### src/rtl/muldiv_sequencer_if.sv
// HI/LO unit handshake bundle between the EX stage (master) and the mult/div sequencer (slave).
// Latency: none, wires only.
// Backpressure: busy from the slave stalls the EX stage; start is only honoured while busy is low.
// Ports: start/op/a/b/flush flow master->slave; busy/done/hi/lo/div_by_zero flow slave->master.
interface muldiv_sequencer_if #(
  parameter int WIDTH = 32
);
  logic             start;
  logic [1:0]       op;
  logic [WIDTH-1:0] a;
  logic [WIDTH-1:0] b;
  logic             flush;
  logic             busy;
  logic             done;
  logic [WIDTH-1:0] hi;
  logic [WIDTH-1:0] lo;
  logic             div_by_zero;

  modport master (
    output start, op, a, b, flush,
    input  busy, done, hi, lo, div_by_zero
  );

  modport slave (
    input  start, op, a, b, flush,
    output busy, done, hi, lo, div_by_zero
  );
endinterface

### src/rtl/muldiv_sequencer.sv
// Iterative HI/LO unit: radix-2 shift-add multiply and restoring divide for mult/multu/div/divu.
// Latency: done pulses WIDTH+2 cycles after the start edge; a zero divisor completes after 2 cycles.
// Backpressure: busy is high while an op is in flight; start is ignored until busy drops, no queueing.
// Ports: clk, rst (async, active-high); bus = muldiv_sequencer_if.slave (start/op/a/b/flush in,
//        busy/done/hi/lo/div_by_zero out). op: 00 mult, 01 multu, 10 div, 11 divu.
module muldiv_sequencer #(
  parameter int WIDTH = 32,
  parameter int CNT_W = 5
) (
  input  logic              clk,
  input  logic              rst,
  muldiv_sequencer_if.slave bus
);

  typedef enum logic [1:0] {IDLE, RUN, FIX} state_t;

  localparam logic [CNT_W-1:0] CNT_LAST = CNT_W'(WIDTH - 1);

  state_t             state;
  logic [CNT_W-1:0]   cnt;
  logic               is_div_q;   // op class latched at acceptance
  logic               sa_q;       // dividend sign, drives remainder sign
  logic               neg_q;      // sA ^ sB, drives product/quotient sign
  logic               dz_q;       // zero divisor seen at acceptance
  logic               dbz_prev;   // flag value before the op, restored on flush
  logic [WIDTH-1:0]   opnd;       // |multiplicand| or |divisor|
  // Multiply: {product_hi, product_lo/multiplier}. Divide: {remainder, quotient/dividend}.
  logic [2*WIDTH-1:0] acc;

  logic               busy_q;
  logic               done_q;
  logic               dbz_q;
  logic [WIDTH-1:0]   hi_q;
  logic [WIDTH-1:0]   lo_q;

  assign bus.busy        = busy_q;
  assign bus.done        = done_q;
  assign bus.hi          = hi_q;
  assign bus.lo          = lo_q;
  assign bus.div_by_zero = dbz_q;

  // Operand conditioning at issue. -2^(WIDTH-1) negates to itself, which
  // is exactly its magnitude when read as unsigned.
  logic             in_div;
  logic             in_signed;
  logic             a_neg;
  logic             b_neg;
  logic [WIDTH-1:0] a_abs;
  logic [WIDTH-1:0] b_abs;

  // Datapath for one iteration and for the final sign fix.
  logic [WIDTH:0]     mul_sum;
  logic [WIDTH:0]     div_shift;
  logic [WIDTH:0]     div_diff;
  logic               q_bit;
  logic [2*WIDTH-1:0] prod;
  logic [WIDTH-1:0]   quot;
  logic [WIDTH-1:0]   rem;

  always_comb begin
    in_div    = bus.op[1];
    in_signed = ~bus.op[0];
    a_neg     = in_signed & bus.a[WIDTH-1];
    b_neg     = in_signed & bus.b[WIDTH-1];
    a_abs     = a_neg ? -bus.a : bus.a;
    b_abs     = b_neg ? -bus.b : bus.b;

    // Add the multiplicand into the upper half when the current multiplier
    // bit (acc LSB) is set; the carry lands in bit WIDTH and is shifted in.
    mul_sum   = {1'b0, acc[2*WIDTH-1:WIDTH]} + {1'b0, (acc[0] ? opnd : '0)};

    // Restoring step: remainder picks up the next dividend bit (MSB of the
    // low half); a clear borrow bit means the trial subtraction stays.
    div_shift = {acc[2*WIDTH-1:WIDTH], acc[WIDTH-1]};
    div_diff  = div_shift - {1'b0, opnd};
    q_bit     = ~div_diff[WIDTH];

    prod      = neg_q ? -acc : acc;
    quot      = neg_q ? -acc[WIDTH-1:0] : acc[WIDTH-1:0];
    rem       = sa_q ? -acc[2*WIDTH-1:WIDTH] : acc[2*WIDTH-1:WIDTH];
  end

  always_ff @(posedge clk or posedge rst) begin
    if (rst) begin
      state    <= IDLE;
      cnt      <= '0;
      is_div_q <= 1'b0;
      sa_q     <= 1'b0;
      neg_q    <= 1'b0;
      dz_q     <= 1'b0;
      dbz_prev <= 1'b0;
      opnd     <= '0;
      acc      <= '0;
      busy_q   <= 1'b0;
      done_q   <= 1'b0;
      dbz_q    <= 1'b0;
      hi_q     <= '0;
      lo_q     <= '0;
    end else begin
      done_q <= 1'b0;
      case (state)
        IDLE: begin
          // Flush squashes a start issued in the same cycle.
          if (bus.start && !bus.flush) begin
            is_div_q <= in_div;
            sa_q     <= a_neg;
            neg_q    <= a_neg ^ b_neg;
            dz_q     <= in_div && (bus.b == '0);
            cnt      <= '0;
            dbz_prev <= dbz_q;
            dbz_q    <= 1'b0;
            opnd     <= in_div ? b_abs : a_abs;
            acc      <= {{WIDTH{1'b0}}, (in_div ? a_abs : b_abs)};
            busy_q   <= 1'b1;
            state    <= (in_div && (bus.b == '0)) ? FIX : RUN;
          end
        end

        RUN: begin
          if (bus.flush) begin
            dbz_q  <= dbz_prev;
            busy_q <= 1'b0;
            state  <= IDLE;
          end else begin
            if (is_div_q) begin
              acc <= {div_diff[WIDTH] ? div_shift[WIDTH-1:0] : div_diff[WIDTH-1:0],
                      acc[WIDTH-2:0], q_bit};
            end else begin
              acc <= {mul_sum, acc[WIDTH-1:1]};
            end
            cnt <= cnt + CNT_W'(1);
            if (cnt == CNT_LAST) begin
              state <= FIX;
            end
          end
        end

        FIX: begin
          if (bus.flush) begin
            dbz_q <= dbz_prev;
          end else begin
            if (dz_q) begin
              dbz_q <= 1'b1;
            end else if (is_div_q) begin
              hi_q <= rem;
              lo_q <= quot;
            end else begin
              hi_q <= prod[2*WIDTH-1:WIDTH];
              lo_q <= prod[WIDTH-1:0];
            end
            done_q <= 1'b1;
          end
          busy_q <= 1'b0;
          state  <= IDLE;
        end

        default: begin
          busy_q <= 1'b0;
          state  <= IDLE;
        end
      endcase
    end
  end

endmodule

### src/flat_wrapper.sv
// flat-port wrapper written by rule: the top's interface ports become plain ports
module muldiv_sequencer_flat 
#(
  parameter int WIDTH = 32,
  parameter int CNT_W = 5
)
  (clk, rst, bus_start, bus_op, bus_a, bus_b, bus_flush, bus_busy, bus_done, bus_hi, bus_lo, bus_div_by_zero);
  muldiv_sequencer_if #(.WIDTH(WIDTH)) bus_i ();
  input  logic clk;
  input  logic rst;
  input wire logic [$bits(bus_i.start)-1:0] bus_start;
  input wire logic [$bits(bus_i.op)-1:0] bus_op;
  input wire logic [$bits(bus_i.a)-1:0] bus_a;
  input wire logic [$bits(bus_i.b)-1:0] bus_b;
  input wire logic [$bits(bus_i.flush)-1:0] bus_flush;
  output wire logic [$bits(bus_i.busy)-1:0] bus_busy;
  output wire logic [$bits(bus_i.done)-1:0] bus_done;
  output wire logic [$bits(bus_i.hi)-1:0] bus_hi;
  output wire logic [$bits(bus_i.lo)-1:0] bus_lo;
  output wire logic [$bits(bus_i.div_by_zero)-1:0] bus_div_by_zero;
  assign bus_i.start = bus_start;
  assign bus_i.op = bus_op;
  assign bus_i.a = bus_a;
  assign bus_i.b = bus_b;
  assign bus_i.flush = bus_flush;
  assign bus_busy = bus_i.busy;
  assign bus_done = bus_i.done;
  assign bus_hi = bus_i.hi;
  assign bus_lo = bus_i.lo;
  assign bus_div_by_zero = bus_i.div_by_zero;
  muldiv_sequencer #(.WIDTH(WIDTH), .CNT_W(CNT_W)) u_core (.clk(clk), .rst(rst), .bus(bus_i));
endmodule
### config.mk
export PLATFORM = sky130hd
export DESIGN_NAME = muldiv_sequencer_flat
export DESIGN_NICKNAME = d
export VERILOG_FILES = /design/src/rtl/muldiv_sequencer_if.sv /design/src/rtl/muldiv_sequencer.sv /design/src/flat_wrapper.sv
export SDC_FILE = /design/constraint.sdc
export NUM_CORES = 1
export LEC_CHECK = 0
export CAP_MARGIN = 20
export CELL_PAD_IN_SITES_DETAIL_PLACEMENT = 1
export CELL_PAD_IN_SITES_GLOBAL_PLACEMENT = 2
export CORE_MARGIN = 4
export CORE_UTILIZATION = 38
export CTS_CLUSTER_DIAMETER = 200
export DETAILED_ROUTE_END_ITERATION = 8
export GPL_ROUTABILITY_DRIVEN = 0
export PLACE_DENSITY_LB_ADDON = 0.2
export SYNTH_ARGS = -nofsm -noshare
export SYNTH_HDL_FRONTEND = slang
export SYNTH_SLANG_ARGS = --single-unit
### constraint.sdc
create_clock -name clk -period 15.2 [get_ports clk]
set_clock_uncertainty 0.1 [all_clocks]
set_input_delay 3.04 -clock clk [delete_from_list [all_inputs] [get_ports clk]]
set_output_delay 3.04 -clock clk [all_outputs]
set_load 0.005 [all_outputs]
==> results by group <==
Clocking
  – CTS tree: yes
  – Worst-path clk slew: 70 ps
  – CTS Sinks: 175
  – CTS Root Cell: clkbuf_16
  – Num CTS Buffers: 17
  – H-tree Lvls: 4
  – Setup Buffers After CTS: 0
  – Clk buf depth: 2
  – Post-cts resize count: 0
  – Clk_lat worst skew: 450 ps
  – # hold bufs at CTS: 0

Yosys
  – Sequential area share after synthesis: a little under a third
  – Synth top cells by count: 210 x nand2_1, 210 x o21ai_0, 175 x dfrtp_1, 174 x nor2_1, 160 x a21oi_1
  – Netlist cell types: 70
  – Area contributors post-synth: dfrtp_1 30%, o21ai_0 7.3%, ha_1 6.4%, xnor2_1 5.6%, a21oi_1 5.5%
  – Ys flop type: dfrtp_1
  – Yosys warnings: 0
  – Yosys top cell by area: dfrtp_1
  – Syn nets: 1,989
  – Ys async rst share: 100%
  – Area share of the largest cell type after synthesis: 30.2%
  – Gate count of the mapped netlist: approximately 1,800
  – Synth Register Bits: 175
  – Avg Cell Area, Syn: 7.86 µm²
  – Post-synth EDFFs: 0
  – Synthesized area: 0.0145 mm²

Global route
  – Global route overflow: 0
  – Total track usage: 25.7%
  – Vias in the first global route: 14,241
  – Antenna violations before repair: 0
  – Largest net degree at the start of global routing: 127
  – First-pass GRT wire length: 84,300 µm

Placement
  – Port-buffer cells: 136
  – Post-DP HPWL: roughly 41,000 µm
  – Pre-CTS setup slack: 8510 ps
  – Area after DPL: 0.0163 mm²

Critical path
  – Worst-path fanout max: 5
  – Critical path class: input port to register
  – Arr. time, crit path: roughly 6500 ps
  – Worst setup SP type: input port
  – CP Capture Type: register
  – Worst EP required: between 15,000 and 20,000 ps

Layout
  – Fill cells: 4,628
  – Ant diodes: 0
  – Fin area: approximately 0.017 mm²
  – Area Growth Syn to Fin: 16.5%
  – Multi-input logic area: ~0.0095 mm²
  – Layout cells sized above 1: under 10%
  – Seq. cell area: 0.00438 mm²
  – Final nets: 2,060

Die
  – # IOs: 137
  – Die ar.: 0.0413 mm²
  – Die Wd: 203 µm
  – Initial Util: a little under 40%
  – Row count: 71
  – Die height: 203 µm
  – Core Box Area: 0.0377 mm²

STA
  – Worst hold slack: 378 ps
  – Unrepaired setup endpoints after global routing: no
  – Final Hold Fails: 0
  – Tcrit/Tclk final: 41.5%
  – PnR worst setup slack: 8890 ps
  – Fin. max-slew vios: 0
  – Slew headroom: 34.9%
  – Final setup TNS: 0 ps
  – Post-route minimum period: 6310 ps
  – Final setup fails: 0
  – Worst slew pin tran: 976 ps
  – Achievable frequency: 159 MHz

Power and ir drop
  – P_leak: slightly below 7 nW
  – PD cells: about 210 mW/mm²
  – Maximum vdd drop: 0.000109 V

Drt
  – DR WL/cell: 22.1 µm
  – Remaining DRCs: 0
  – Routed WL: 53,800 µm
  – Avg Vias per Cell: 5.80
  – Routed Antenna Nets: 0
  – Vias: 14,134
  – TritonRoute pass-1 iters: 5
  – Initial detailed-routing violation count: 975

Flow run
  – Max-cap violations: 0

Worst hold path
  – Hold Path Class: register to register

Run status
  – Outcome: complete, no violations
-- routing by layer --
layer / track usage [%] / vias to the layer above / routed length, µm
met2: 40.5 / 313 / 24100
met1: 37.6 / 7006 / 26300
met3: 3.42 / 54 / 2460
li1: - / 6761 / -
met5: 0 / - / 0
met4: 5.83 / 0 / 909
-- through the flow --
step | power [mW] | instances | utilization (%)
after floorplan | 2.36 | 1843 | -
after detailed placement | 3.02 | 2404 | 43.2
after global placement | 2.97 | 2404 | 43.2
after CTS | 3.49 | 2436 | 44.7
final | 3.50 | 2438 | 44.8
after global routing | 3.78 | 2438 | 44.8
-- logic make-up (layout without fill, tap and decap cells) --
group                    Yosys count  count (layout)  synth area share (%)
AO/OA/AOI/OAI                    600             600                  25.1
AND/OR/NAND/NOR                  587             587                  18.7
XOR/XNOR                         176             176                  10.6
flip-flops                       175             175                  30.2
buffers and inverters            173             257                  4.60
adder cells (fa/ha/maj)           76              76                  6.66
multiplexers                      56              56                  4.07
-- final timing paths --
path	start	to	slack, ps	depth (start not counted)
max in group asynchronous	rst	u_core.bus.hi[26]	10700	3
hold / removal	u_core.bus.lo[18]	u_core.bus.lo[18]	380	2
min in group asynchronous	rst	u_core.bus.lo[9]	2910	2
setup reg to reg	u_core.acc[0]	u_core.bus.hi[18]	10820	11
setup / recovery	bus_b[0]	u_core.state[0]	8890	11
hold reg to reg	u_core.bus.lo[18]	u_core.bus.lo[18]	380	2
-- worst max-delay path: stages --
cell and delay, ps:
clkdlybuf4s50_1 480, inv_1 120, ha_1 200, or4b_2 610
or3_1 410, or2_2 370, nor2_1 360, nand2_1 190
or4b_1 570, nand2_1 100, o21ai_0 70
-- where the power goes --
part | total, mW | switching (mW) | internal [mW]
Sequential | 0.840 | 0.251 | 0.588
Combinational | 2.21 | 1.34 | 0.869
Clock | 0.452 | 0.229 | 0.223
Total | 3.50 | 1.82 | 1.68
-- area by class of cell --
cell class | count | area share [%]
sequential | 175 | 26.0
inverter | 67 | 1.52
tap | 511 | 3.79
timing repair buffer | 158 | 9.09
clock buffer | 18 | 2.60
clock inverter | 14 | 0.875
multi-input combinational | 1495 | 56.2
-- registers in the layout, summed over array words and instances, names as in the netlist --
| signal | cells |
|---|---|
| u_core.acc | 64 |
| u_core.bus.busy | 1 |
| u_core.bus.div_by_zero | 1 |
| u_core.bus.done | 1 |
| u_core.bus.hi | 32 |
| u_core.bus.lo | 32 |
| u_core.cnt | 5 |
| u_core.dbz_prev | 1 |
| u_core.dz_q | 1 |
| u_core.is_div_q | 1 |
| u_core.neg_q | 1 |
| u_core.opnd | 32 |
| u_core.sa_q | 1 |
| u_core.state | 2 |
-- layout by cell type (no fill, tap or decap), drive strengths merged, types with 7 or more instances in the layout --
master and instances:
nand4 8, and2 12, nand2b 20, inv 70, o31ai 28, nor4 16, a31oi 28, o21bai 9
nand2 210, nor3 33, mux2 23, dfrtp 175, a22oi 14, a221oi 7, nor2 174, a21oi 160
nor2b 18, ha 74, a21o 19, xor2 83, o41ai 11, or3 19, clkinv 10, buf 23
a211oi 34, or4 15, o221ai 11, xnor2 93, o21ai 211, clkbuf 18, nand3 30, mux2i 33
o211ai 20, clkdlybuf4s50 135, and3 9
Power figures use the tool's default switching activity.
